===== src/rtl/assert_stim_seq_if.sv =====
// ----------------------------------------------------------------------------
// assert_stim_seq_if : table-load / playback control bundle for assert_stim_seq
// Rev 1.0
// ----------------------------------------------------------------------------
`default_nettype none

interface assert_stim_seq_if #(
    parameter int DEPTH  = 8,
    parameter int VEC_W  = 4,
    parameter int HOLD_W = 8
);
    localparam int IDX_W = $clog2(DEPTH);
    localparam int CNT_W = $clog2(DEPTH + 1);

    logic              load_en;
    logic [IDX_W-1:0]  load_addr;
    logic [VEC_W-1:0]  load_vec;
    logic [HOLD_W-1:0] load_hold;
    logic              start;
    logic [CNT_W-1:0]  num_steps;
    logic              loop;
    logic              abort;
    logic [VEC_W-1:0]  vec_out;
    logic [IDX_W-1:0]  step_idx;
    logic              busy;
    logic              done;
    logic              err;

    modport master (
        output load_en, load_addr, load_vec, load_hold, start, num_steps, loop, abort,
        input  vec_out, step_idx, busy, done, err
    );

    modport slave (
        input  load_en, load_addr, load_vec, load_hold, start, num_steps, loop, abort,
        output vec_out, step_idx, busy, done, err
    );
endinterface

`default_nettype wire


===== src/rtl/assert_stim_seq.sv =====
// ----------------------------------------------------------------------------
// assert_stim_seq : programmable {vector, hold} table played back cycle-exactly
// Rev 1.0
// ----------------------------------------------------------------------------
`default_nettype none

module assert_stim_seq #(
    parameter int DEPTH  = 8,
    parameter int VEC_W  = 4,
    parameter int HOLD_W = 8
) (
    input wire logic          clk,
    input wire logic          rst_n,
    assert_stim_seq_if.slave  bus
);
    localparam int IDX_W = $clog2(DEPTH);
    localparam int CNT_W = $clog2(DEPTH + 1);
    localparam logic [CNT_W-1:0] DEPTH_CNT = CNT_W'(DEPTH);

    typedef enum logic [1:0] {
        IDLE = 2'd0,
        PLAY = 2'd1,
        DONE = 2'd2
    } state_t;

    state_t            state;
    logic [VEC_W-1:0]  tbl_vec  [DEPTH];
    logic [HOLD_W-1:0] tbl_hold [DEPTH];
    logic [HOLD_W-1:0] hold_cnt;
    logic [IDX_W-1:0]  last_idx;
    logic              loop_lat;
    logic [VEC_W-1:0]  vec;
    logic [IDX_W-1:0]  step_idx;
    logic              busy;
    logic              done;
    logic              err;

    logic              start_ok;
    logic              bypass0;
    logic [VEC_W-1:0]  first_vec;
    logic [HOLD_W-1:0] first_hold;
    logic [IDX_W-1:0]  nxt_idx;
    logic              reject;

    assign start_ok   = (bus.num_steps != '0) && (bus.num_steps <= DEPTH_CNT);
    // A same-cycle write to entry 0 must be visible to the playback it starts.
    assign bypass0    = bus.load_en && (bus.load_addr == '0);
    assign first_vec  = bypass0 ? bus.load_vec  : tbl_vec[0];
    assign first_hold = bypass0 ? bus.load_hold : tbl_hold[0];
    assign nxt_idx    = step_idx + IDX_W'(1);

    always_comb begin
        reject = 1'b0;
        if (state != IDLE) begin
            reject = bus.start || bus.load_en;
        end else if (bus.start && !bus.abort && !start_ok) begin
            reject = 1'b1;
        end
    end

    always_ff @(posedge clk or negedge rst_n) begin
        if (!rst_n) begin
            state    <= IDLE;
            hold_cnt <= '0;
            last_idx <= '0;
            loop_lat <= 1'b0;
            vec      <= '0;
            step_idx <= '0;
            busy     <= 1'b0;
            done     <= 1'b0;
            err      <= 1'b0;
            for (int i = 0; i < DEPTH; i++) begin
                tbl_vec[i]  <= '0;
                tbl_hold[i] <= '0;
            end
        end else begin
            done <= 1'b0;
            err  <= reject;
            if (state == IDLE && bus.load_en) begin
                tbl_vec[bus.load_addr]  <= bus.load_vec;
                tbl_hold[bus.load_addr] <= bus.load_hold;
            end
            if (bus.abort) begin
                state    <= IDLE;
                hold_cnt <= '0;
                vec      <= '0;
                step_idx <= '0;
                busy     <= 1'b0;
            end else begin
                case (state)
                    IDLE: begin
                        if (bus.start && start_ok) begin
                            state    <= PLAY;
                            vec      <= first_vec;
                            hold_cnt <= first_hold;
                            step_idx <= '0;
                            busy     <= 1'b1;
                            last_idx <= IDX_W'(bus.num_steps - CNT_W'(1));
                            loop_lat <= bus.loop;
                        end
                    end
                    PLAY: begin
                        if (hold_cnt != '0) begin
                            hold_cnt <= hold_cnt - HOLD_W'(1);
                        end else if (step_idx < last_idx) begin
                            step_idx <= nxt_idx;
                            vec      <= tbl_vec[nxt_idx];
                            hold_cnt <= tbl_hold[nxt_idx];
                        end else if (loop_lat) begin
                            step_idx <= '0;
                            vec      <= tbl_vec[0];
                            hold_cnt <= tbl_hold[0];
                        end else begin
                            state    <= DONE;
                            vec      <= '0;
                            step_idx <= '0;
                            busy     <= 1'b0;
                            done     <= 1'b1;
                        end
                    end
                    DONE: begin
                        state <= IDLE;
                    end
                    default: begin
                        state <= IDLE;
                        vec   <= '0;
                        busy  <= 1'b0;
                    end
                endcase
            end
        end
    end

    assign bus.vec_out  = vec;
    assign bus.step_idx = step_idx;
    assign bus.busy     = busy;
    assign bus.done     = done;
    assign bus.err      = err;

endmodule

`default_nettype wire

===== src/flat_wrapper.sv =====
// flat-port wrapper written by rule: the top's interface ports become plain ports
module assert_stim_seq_flat 
#(
    parameter int DEPTH  = 8,
    parameter int VEC_W  = 4,
    parameter int HOLD_W = 8
)
  (clk, rst_n, bus_load_en, bus_load_addr, bus_load_vec, bus_load_hold, bus_start, bus_num_steps, bus_loop, bus_abort, bus_vec_out, bus_step_idx, bus_busy, bus_done, bus_err);
  assert_stim_seq_if #(.DEPTH(DEPTH), .VEC_W(VEC_W), .HOLD_W(HOLD_W)) bus_i ();
  input wire logic clk;
  input wire logic rst_n;
  input wire logic [$bits(bus_i.load_en)-1:0] bus_load_en;
  input wire logic [$bits(bus_i.load_addr)-1:0] bus_load_addr;
  input wire logic [$bits(bus_i.load_vec)-1:0] bus_load_vec;
  input wire logic [$bits(bus_i.load_hold)-1:0] bus_load_hold;
  input wire logic [$bits(bus_i.start)-1:0] bus_start;
  input wire logic [$bits(bus_i.num_steps)-1:0] bus_num_steps;
  input wire logic [$bits(bus_i.loop)-1:0] bus_loop;
  input wire logic [$bits(bus_i.abort)-1:0] bus_abort;
  output wire logic [$bits(bus_i.vec_out)-1:0] bus_vec_out;
  output wire logic [$bits(bus_i.step_idx)-1:0] bus_step_idx;
  output wire logic [$bits(bus_i.busy)-1:0] bus_busy;
  output wire logic [$bits(bus_i.done)-1:0] bus_done;
  output wire logic [$bits(bus_i.err)-1:0] bus_err;
  assign bus_i.load_en = bus_load_en;
  assign bus_i.load_addr = bus_load_addr;
  assign bus_i.load_vec = bus_load_vec;
  assign bus_i.load_hold = bus_load_hold;
  assign bus_i.start = bus_start;
  assign bus_i.num_steps = bus_num_steps;
  assign bus_i.loop = bus_loop;
  assign bus_i.abort = bus_abort;
  assign bus_vec_out = bus_i.vec_out;
  assign bus_step_idx = bus_i.step_idx;
  assign bus_busy = bus_i.busy;
  assign bus_done = bus_i.done;
  assign bus_err = bus_i.err;
  assert_stim_seq #(.DEPTH(DEPTH), .VEC_W(VEC_W), .HOLD_W(HOLD_W)) u_core (.clk(clk), .rst_n(rst_n), .bus(bus_i));
endmodule

===== config.mk =====
export PLATFORM = sky130hd
export DESIGN_NAME = assert_stim_seq_flat
export DESIGN_NICKNAME = d
export VERILOG_FILES = /design/src/rtl/assert_stim_seq_if.sv /design/src/rtl/assert_stim_seq.sv /design/src/flat_wrapper.sv
export SDC_FILE = /design/constraint.sdc
export NUM_CORES = 1
export LEC_CHECK = 0
export BUFFER_PORTS_ARGS = -buffer_cell sky130_fd_sc_hd__buf_2
export CORE_ASPECT_RATIO = 1.25
export CORE_UTILIZATION = 65
export DETAILED_ROUTE_END_ITERATION = 8
export PLACE_DENSITY_LB_ADDON = 0.12
export SYNTH_ARGS = -nofsm -noshare
export SYNTH_HDL_FRONTEND = slang
export SYNTH_SLANG_ARGS = --single-unit

===== constraint.sdc =====
create_clock -name clk -period 6.4 [get_ports clk]
set_clock_uncertainty 0.2 [all_clocks]
set_input_delay 0.64 -clock clk [delete_from_list [all_inputs] [get_ports clk]]
set_output_delay 0.64 -clock clk [all_outputs]
set_load 0.05 [all_outputs]

==> summary.txt, run 1 <==
Drt
  – Iter 0 DRT Violations: 262
  – Drt pass-1 iters: 7
  – Via count: 4189
  – Post-Route WL: 14.6 mm
  – Drt drc: 0
  – Routed vias/inst: 6.55
  – DR WL/cell: 22.8 µm
  – DRT antenna net count: 0

Setup path
  – Crit Path Max Fanout: 26
  – Crit Path Class: reg -> reg
  – Critical Path AT: 3130 ps
  – WP data required: 6490 ps
  – Crit path launch type: flip-flop
  – Worst setup EP type: flip-flop
  – FF-to-FF path depth: 6

Placed design
  – Placed cells: 608
  – Hpwl dp: 9.52 mm
  – Port bufs: 34
  – GPL Wtd Cong: 0.914

Clock tree
  – Hold_buf cts: 0
  – Clock sinks: 120
  – Worst-Skew Late Latency: 410 ps
  – CTS buffer count: 17
  – Max clock buf depth: 2
  – Worst-path clk slew: 60 ps
  – Clk root buf: clkbuf_16
  – Cts repair resizes: 0
  – CTS H-tree depth: 4
  – Post-CTS setup buffer count: 0
  – CTS tree: yes

Power
  – Leakage power: 0.00296 µW
  – Highest ir drop seen on vdd: 0.287 mV
  – Pwr Density: 371 nW/µm²

Synth
  – Synth Cell Area: 6140 µm²
  – Syn_nets: 504
  – Ranking of synthesized cells by area: dfrtp_1, mux2_2, mux2_1, mux4_2, mux2i_1
  – Yosys reg bits: 120
  – Synth area leader: dfrtp_1
  – Ys async rst share: 100%
  – Synth Area in XOR/XNOR: 0.550%
  – Yosys warns: 0
  – EDFF count, synth: 0
  – Post-synthesis simple-gate area fraction: 8.56%
  – Top cell type's share of synthesized area: 48.9%
  – Synth Flop Type: dfrtp_1
  – Sequential share of the synthesized area: 48.9%
  – Largest family of logic cells by synthesized area: multiplexers
  – Post-synthesis mux area share: 30.8%
  – Post-synthesis adder-cell area fraction: 1.22%
  – Yosys cell types: 53
  – Synth Area in Compound Gates: 7.60%
  – Mapped Cells: 473
  – Avg Inst Size Synth: 13.0 µm²

Timing
  – Max Fclk: 329 MHz
  – Slew headroom: 26.9%
  – Tmin final: 3040 ps
  – Setup TNS: 0 ps
  – Slew Viols, Final: 0
  – Unrepaired setup endpoints after global routing: no
  – Least-Margin Pin Slew: 1090 ps
  – Final worst path period share: 47.5%
  – Final setup vio count: 0
  – Final Hold Fails: 0

Final layout
  – Fillers: 610
  – Final Non-Filler Cells: 640
  – Antenna Cells: 0
  – Layout cells sized above 1: 30.9%
  – Final #Nets: 535
  – Layout area overhead: 14.0%

Global routing
  – First-pass GRT wire length: 23.7 mm
  – Initial antenna violation count: 0
  – Total GRT Usage: 33.2%
  – Vias in the first global route: 4432
  – Congestion Overflow GR: 0
  – Largest net degree at the start of global routing: 77

Floorplanning
  – DIE AREA: 9840 µm²
  – Num ports: 35
  – Initial Utilization: 66.9%
  – Die H: 111 µm
  – Die width: 88.9 µm
  – Row count: 39
  – Core footprint: 9170 µm²

Min path
  – Min-Delay Path Class: in -> async

Job
  – Max Cap Viol: 0

Run status
  – Status: completed
report_power, final:
part           internal [µW]  leakage (µW)  switching, µW
clock network            612      0.000282            352
logic                    285       0.00121            273
registers                947       0.00147            132
state kept, by name, indices dropped and copies added (netlist names):
name and cells:
u_core.bus.vec_out 4, u_core.tbl_vec 32, u_core.bus.done 1, u_core.bus.busy 1, u_core.bus.err 1, u_core.hold_cnt 8
u_core.bus.step_idx 3, u_core.last_idx 3, u_core.loop_lat 1, u_core.state 2, u_core.tbl_hold 64
synthesized netlist by cell type, drive strengths merged (6+ instances only):
master,instances
mux2,106
a21oi,7
o22a,7
clkbuf,15
nand3,9
nor2b,7
dfrtp,120
nor3,11
inv,10
nand2,28
o21ai,9
ha,6
mux4,23
buf,11
nor2,20
mux2i,18
final timing paths:
| check | from | endpoint | slack, ps |
|---|---|---|---|
| max | u_core.bus.step_idx[0] | u_core.hold_cnt[2] | 3360 |
| min | rst_n | u_core.last_idx[0] | 20 |
| max in group asynchronous | rst_n | u_core.hold_cnt[6] | 4600 |
| min reg2reg | u_core.tbl_hold[3] | u_core.tbl_hold[3] | 280 |
| min in group clk | bus_loop | u_core.loop_lat | 270 |
| max reg2reg | u_core.bus.step_idx[0] | u_core.hold_cnt[2] | 3360 |
routing by layer:
| metal | track usage (%) | routed length [µm] |
|---|---|---|
| met1 | 43.0 | 6000 |
| met3 | 8.94 | 913 |
| met4 | 13.9 | 436 |
| met5 | 0 | 0 |
| met2 | 52.6 | 7230 |
cell usage in the layout, fill, tap and decap left out, types with 6 or more instances in the layout:
master	instances
nand2_1	28
nor2b_1	7
nor3_1	11
clkbuf_16	17
mux2_2	55
ha_1	6
mux4_2	23
a21oi_1	7
inv_1	10
mux2i_1	18
buf_2	33
o21ai_0	8
mux2_1	51
o22a_1	7
nor2_1	20
nand3_1	9
dfrtp_1	120
through the flow:
stage	utilization [%]	cell area, µm²	worst slack (ps)	hold slack [ps]	total power, µW
floorplan	-	6140	3520	144	1460
global placement	69.7	6400	3260	263	1590
detailed placement	69.7	6400	3200	270	1630
CTS	76.3	7000	3390	32.8	2600
global route	76.3	7000	3160	62.4	2710
finish	76.3	7000	3360	20.8	2600
final cells by class:
cell class	instances	area [µm²]	share of cell area [%]
flip-flops and latches	120	3000	42.9
multi-input cells	317	3000	42.9
clock buffers	17	425	6.08
repair buffers	38	203	2.89
clock inverters	15	178	2.54
well taps	123	154	2.20
inverters	10	37.5	0.536
critical path, cell delays in order (launching register included):
cell	delay [ps]
dfrtp_1	340
buf_4	440
nor2b_1	120
o21ai_1	730
a221oi_2	280
or2_0	430
a221o_1	370
cell families after synthesis:
| group | count (synthesis) |
|---|---|
| multiplexers | 147 |
| flip-flops | 120 |
| AND/OR/NAND/NOR | 99 |
| AO/OA/AOI/OAI | 62 |
| buffers and inverters | 36 |
| adder cells (fa/ha/maj) | 6 |
| XOR/XNOR | 3 |
Note: power is estimated with default switching activity, not from simulation.
==> inputs of run 2 (changes only) <==
--- a/config.mk
+++ b/config.mk
@@ -5,9 +5,10 @@
 export SDC_FILE = /design/constraint.sdc
 export NUM_CORES = 1
 export LEC_CHECK = 0
+export ABC_AREA = 1
 export BUFFER_PORTS_ARGS = -buffer_cell sky130_fd_sc_hd__buf_2
 export CORE_ASPECT_RATIO = 1.25
-export CORE_UTILIZATION = 65
+export CORE_UTILIZATION = 61
 export DETAILED_ROUTE_END_ITERATION = 8
 export PLACE_DENSITY_LB_ADDON = 0.12
 export SYNTH_ARGS = -nofsm -noshare
==> constraint.sdc (replaced) <==
create_clock -name clk -period 2.97 [get_ports clk]
set_clock_uncertainty 0.2 [all_clocks]
set_input_delay 0.297 -clock clk [delete_from_list [all_inputs] [get_ports clk]]
set_output_delay 0.297 -clock clk [all_outputs]
set_load 0.05 [all_outputs]
==> run 2 against run 1 <==
Die area is 4.8% higher. Sequential power increased by 110%. Design area down 0.61%. Power is 120% higher. Sequential share of layout area rose by 0.26 points.
==> summary.txt, run 2 <==
Drt
  – Post-Route WL: 15.1 mm (+3.5%)
  – DRT antenna net count: 0 (unchanged)
  – Met2 Wirelength: 7.28 mm (+0.75%)
  – M1 WL: 6.57 mm (+9.6%)
  – Top sig layer: met4
  – DR WL/cell: 15.7 µm (-31%)
  – Drt drc: 0 (unchanged)
  – Via count: 5522 (+32%)
  – Iter 0 DRT Violations: 635 (+140%)
  – Met3 WL: 941 µm (+3.1%)
  – Drt pass-1 iters: 6 (-1)
  – Routed vias/inst: 5.74 (-12%)

Clock tree
  – CTS buffer count: 17 (unchanged)
  – Clk root buf: clkbuf_16
  – Clock sinks: 120 (unchanged)
  – CTS H-tree depth: 4 (unchanged)
  – Post-CTS setup buffer count: 0 (unchanged)
  – Worst-path clk slew: 60 ps (about the same)
  – Max clock buf depth: 2 (unchanged)
  – Worst-Skew Late Latency: 420 ps (about the same)
  – CTS tree: yes
  – Cts repair resizes: 0 (unchanged)

Power
  – Sw frac: 32.2% (+3.1 points)
  – P_int: 3880 µW (+110%)
  – Power share of the clock group: 37.7% (+0.6 points)
  – Combinational power share: 23.3% (+1.9 points)
  – Psw: 1840 µW (+140%)
  – Sequential share of power: 39.1% (-2.4 points)
  – Pwr Density: 822 nW/µm² (+120%)
  – Leakage power: 0.00342 µW (+16%)
  – Highest ir drop seen on vdd: 0.450 mV (+57%)

Placed design
  – Port bufs: 34 (unchanged)
  – Hpwl dp: 9.70 mm (+1.9%)
  – Post-DP Area: 6270 µm² (-2.1%)
  – GPL Wtd Cong: 0.873 (-4.5%)

Synth
  – Yosys reg bits: 120 (unchanged)
  – Syn_nets: 824 (+63%)
  – Synth Flop Type: dfrtp_1
  – Yosys cell types: 32 (-40%)
  – Synth Cell Area: 6050 µm² (-1.5%)
  – Synth area leader: dfrtp_1
  – Ranking of synthesized cells by area: dfrtp_1, nand2_1, o21ai_0, nand3_1, inv_1
  – EDFF count, synth: 0 (unchanged)
  – Mapped Cells: 793 (+68%)
  – Ys async rst share: 100% (unchanged)
  – Top cell type's share of synthesized area: 49.7% (+0.76 points)
  – Most common cell in the netlist: nand2_1
  – Yosys warns: 0 (unchanged)
  – Post-synth top cells: nand2_1, dfrtp_1, o21ai_0
  – Sequential share of the synthesized area: 49.7% (+0.76 points)
  – Avg Inst Size Synth: 7.63 µm² (-41%)

Global routing
  – Total GRT Usage: 30.9% (-2.3 points)
  – Largest net degree at the start of global routing: 53 (-31%)
  – First-pass GRT wire length: 25.0 mm (+5.7%)
  – Vias in the first global route: 5180 (+17%)
  – Congestion Overflow GR: 0 (unchanged)
  – Initial antenna violation count: 0 (unchanged)

Setup path
  – WP data required: 3080 ps (-3410 ps)
  – Cell mode on critical path: nand2_1
  – Worst setup EP type: flip-flop
  – Crit path largest cell delay: 460 ps (-270 ps)
  – Critical Path AT: 2590 ps (-540 ps)
  – Crit Path Max Fanout: 13 (-50%)
  – Crit Path Class: reg -> reg
  – Slowest cell on crit path: nand2_1
  – Crit-path cells: ha_1 -> inv_1 -> nand2_1 -> nand2_1 -> inv_1 -> nand3_1 -> nand3_1 -> nand2_1 -> nand2_1 -> nand2_1 -> nand2_1
  – Crit path launch type: flip-flop

Final layout
  – Biggest regs: u_core.tbl_hold x64, u_core.tbl_vec x32, u_core.hold_cnt x8
  – Largest register FFs: 64 (unchanged)
  – Multi-input logic area: 2660 µm² (-11%)
  – Layout cells sized above 1: 10.3% (-21 points)
  – Commonest non-fill, non-tap cells in the layout: nand2_1, dfrtp_1, o21ai_0
  – Fillers: 758 (+24%)
  – Final core occ: 72.4% (-3.9 points)
  – Antenna Cells: 0 (unchanged)
  – Commonest non-fill, non-tap cell in the layout: nand2_1
  – Layout area overhead: 15.1%
  – Top reg by flops: u_core.tbl_hold
  – Register Area: 3000 µm² (unchanged)
  – Design area: 6960 µm² (-0.61%)
  – Final #Nets: 854 (+60%)

Timing
  – Setup TNS: 0 ps (unchanged)
  – WHS: 24.3 ps (+3.48 ps)
  – Final worst path period share: 83.6% (+36 points)
  – Final setup vio count: 0 (unchanged)
  – Max Fclk: 403 MHz (+22%)
  – Tmin final: 2480 ps (-555 ps)
  – Least-Margin Pin Slew: 801 ps (-290 ps)
  – Slew headroom: 46.4% (+20 points)
  – Unrepaired setup endpoints after global routing: no
  – Final Hold Fails: 0 (unchanged)
  – Slew Viols, Final: 0 (unchanged)

Min path
  – Min-Delay Path Class: in -> reg

Job
  – Max Cap Viol: 0 (unchanged)

Floorplanning
  – Num ports: 35 (unchanged)
  – Core footprint: 9610 µm² (+4.7%)
  – Initial Utilization: 62.9% (-4.0 points)
  – Die H: 113 µm (+2.4%)
  – DIE AREA: 10300 µm² (+4.8%)
  – Row count: 40 (+2.6%)
  – Die width: 91.1 µm (+2.4%)

Run status
  – Status: completed
[run 2: cell count changes after synthesis, sizes merged, moves of 7 or more]
cell	before	now
o21ai	9	121
a21oi	7	30
nand2	28	273
o22a	7	0
inv	10	56
mux4	23	0
nor2	20	43
nor3	11	2
nand3	9	89
mux2	106	0
mux2i	18	0
buf	11	22
nor2b	7	0
[run 2: layout make-up]
class	count	share of cell area, %
flip-flops and latches	120	43.1
clock inverters	12	2.52
multi-input cells	580	38.2
repair buffers	47	4.31
well taps	126	2.27
clock buffers	20	6.42
inverters	57	3.11
[run 2: power by group through the flow]
stage / Clock (µW) / Sequential (µW) / Combinational, µW
3_5_place_dp: 0 / 2240 / 1280
2_1_floorplan: 0 / 2250 / 929
5_1_grt: 2240 / 2270 / 1510
4_1_cts: 2160 / 2230 / 1320
6_report: 2150 / 2230 / 1330
3_3_place_gp: 0 / 2230 / 1240
[run 2: critical path, delay by kind of cell (launching register included)]
kind,cells,cell delay (ps)
DFF,1,400
and+or+nand+nor,8,1080
buffers and inverters,2,460
adders and majority gates,1,220
[run 2: worst paths after layout]
path	start	endpoint	slack, ps	depth (start not counted)
min in group asynchronous	rst_n	u_core.bus.vec_out[1]	250	2
min reg2reg	u_core.bus.busy	u_core.bus.busy	270	2
min	bus_num_steps[2]	u_core.last_idx[2]	20	4
max	u_core.bus.step_idx[0]	u_core.hold_cnt[1]	490	11
max reg2reg	u_core.bus.step_idx[0]	u_core.hold_cnt[1]	490	11
max in group asynchronous	rst_n	u_core.tbl_hold[52]	1610	3
[run 2: routing by layer]
metal  GRT usage (%)  up-vias
met5               0        -
li1                -     2650
met3            6.52       38
met4            10.7        0
met2            51.3      245
met1            40.5     2589
[run 2: what timing repair did]
item / CTS / global route
hold endpoints to repair: 52 / 0
endpoints found under the setup margin: 0 / 0
hold buffers: 7 / 0
[run 2: kinds of logic after synthesis]
kind of cell    Yosys count  synth area share, %
simple gates            410                 28.6
compound gates          160                 13.6
flops                   120                 49.7
buf+inv                  93                 6.35
fa+ha+maj                 6                 1.24
xor+xnor                  4                0.579
[run 2: through the flow]
step | setup WS, ps | power, µW | cells
6_report | 488 | 5720 | 962
5_1_grt | 361 | 6020 | 962
4_1_cts | 549 | 5710 | 962
3_5_place_dp | 603 | 3520 | 923
3_3_place_gp | 674 | 3460 | 923
2_1_floorplan | 810 | 3180 | 793
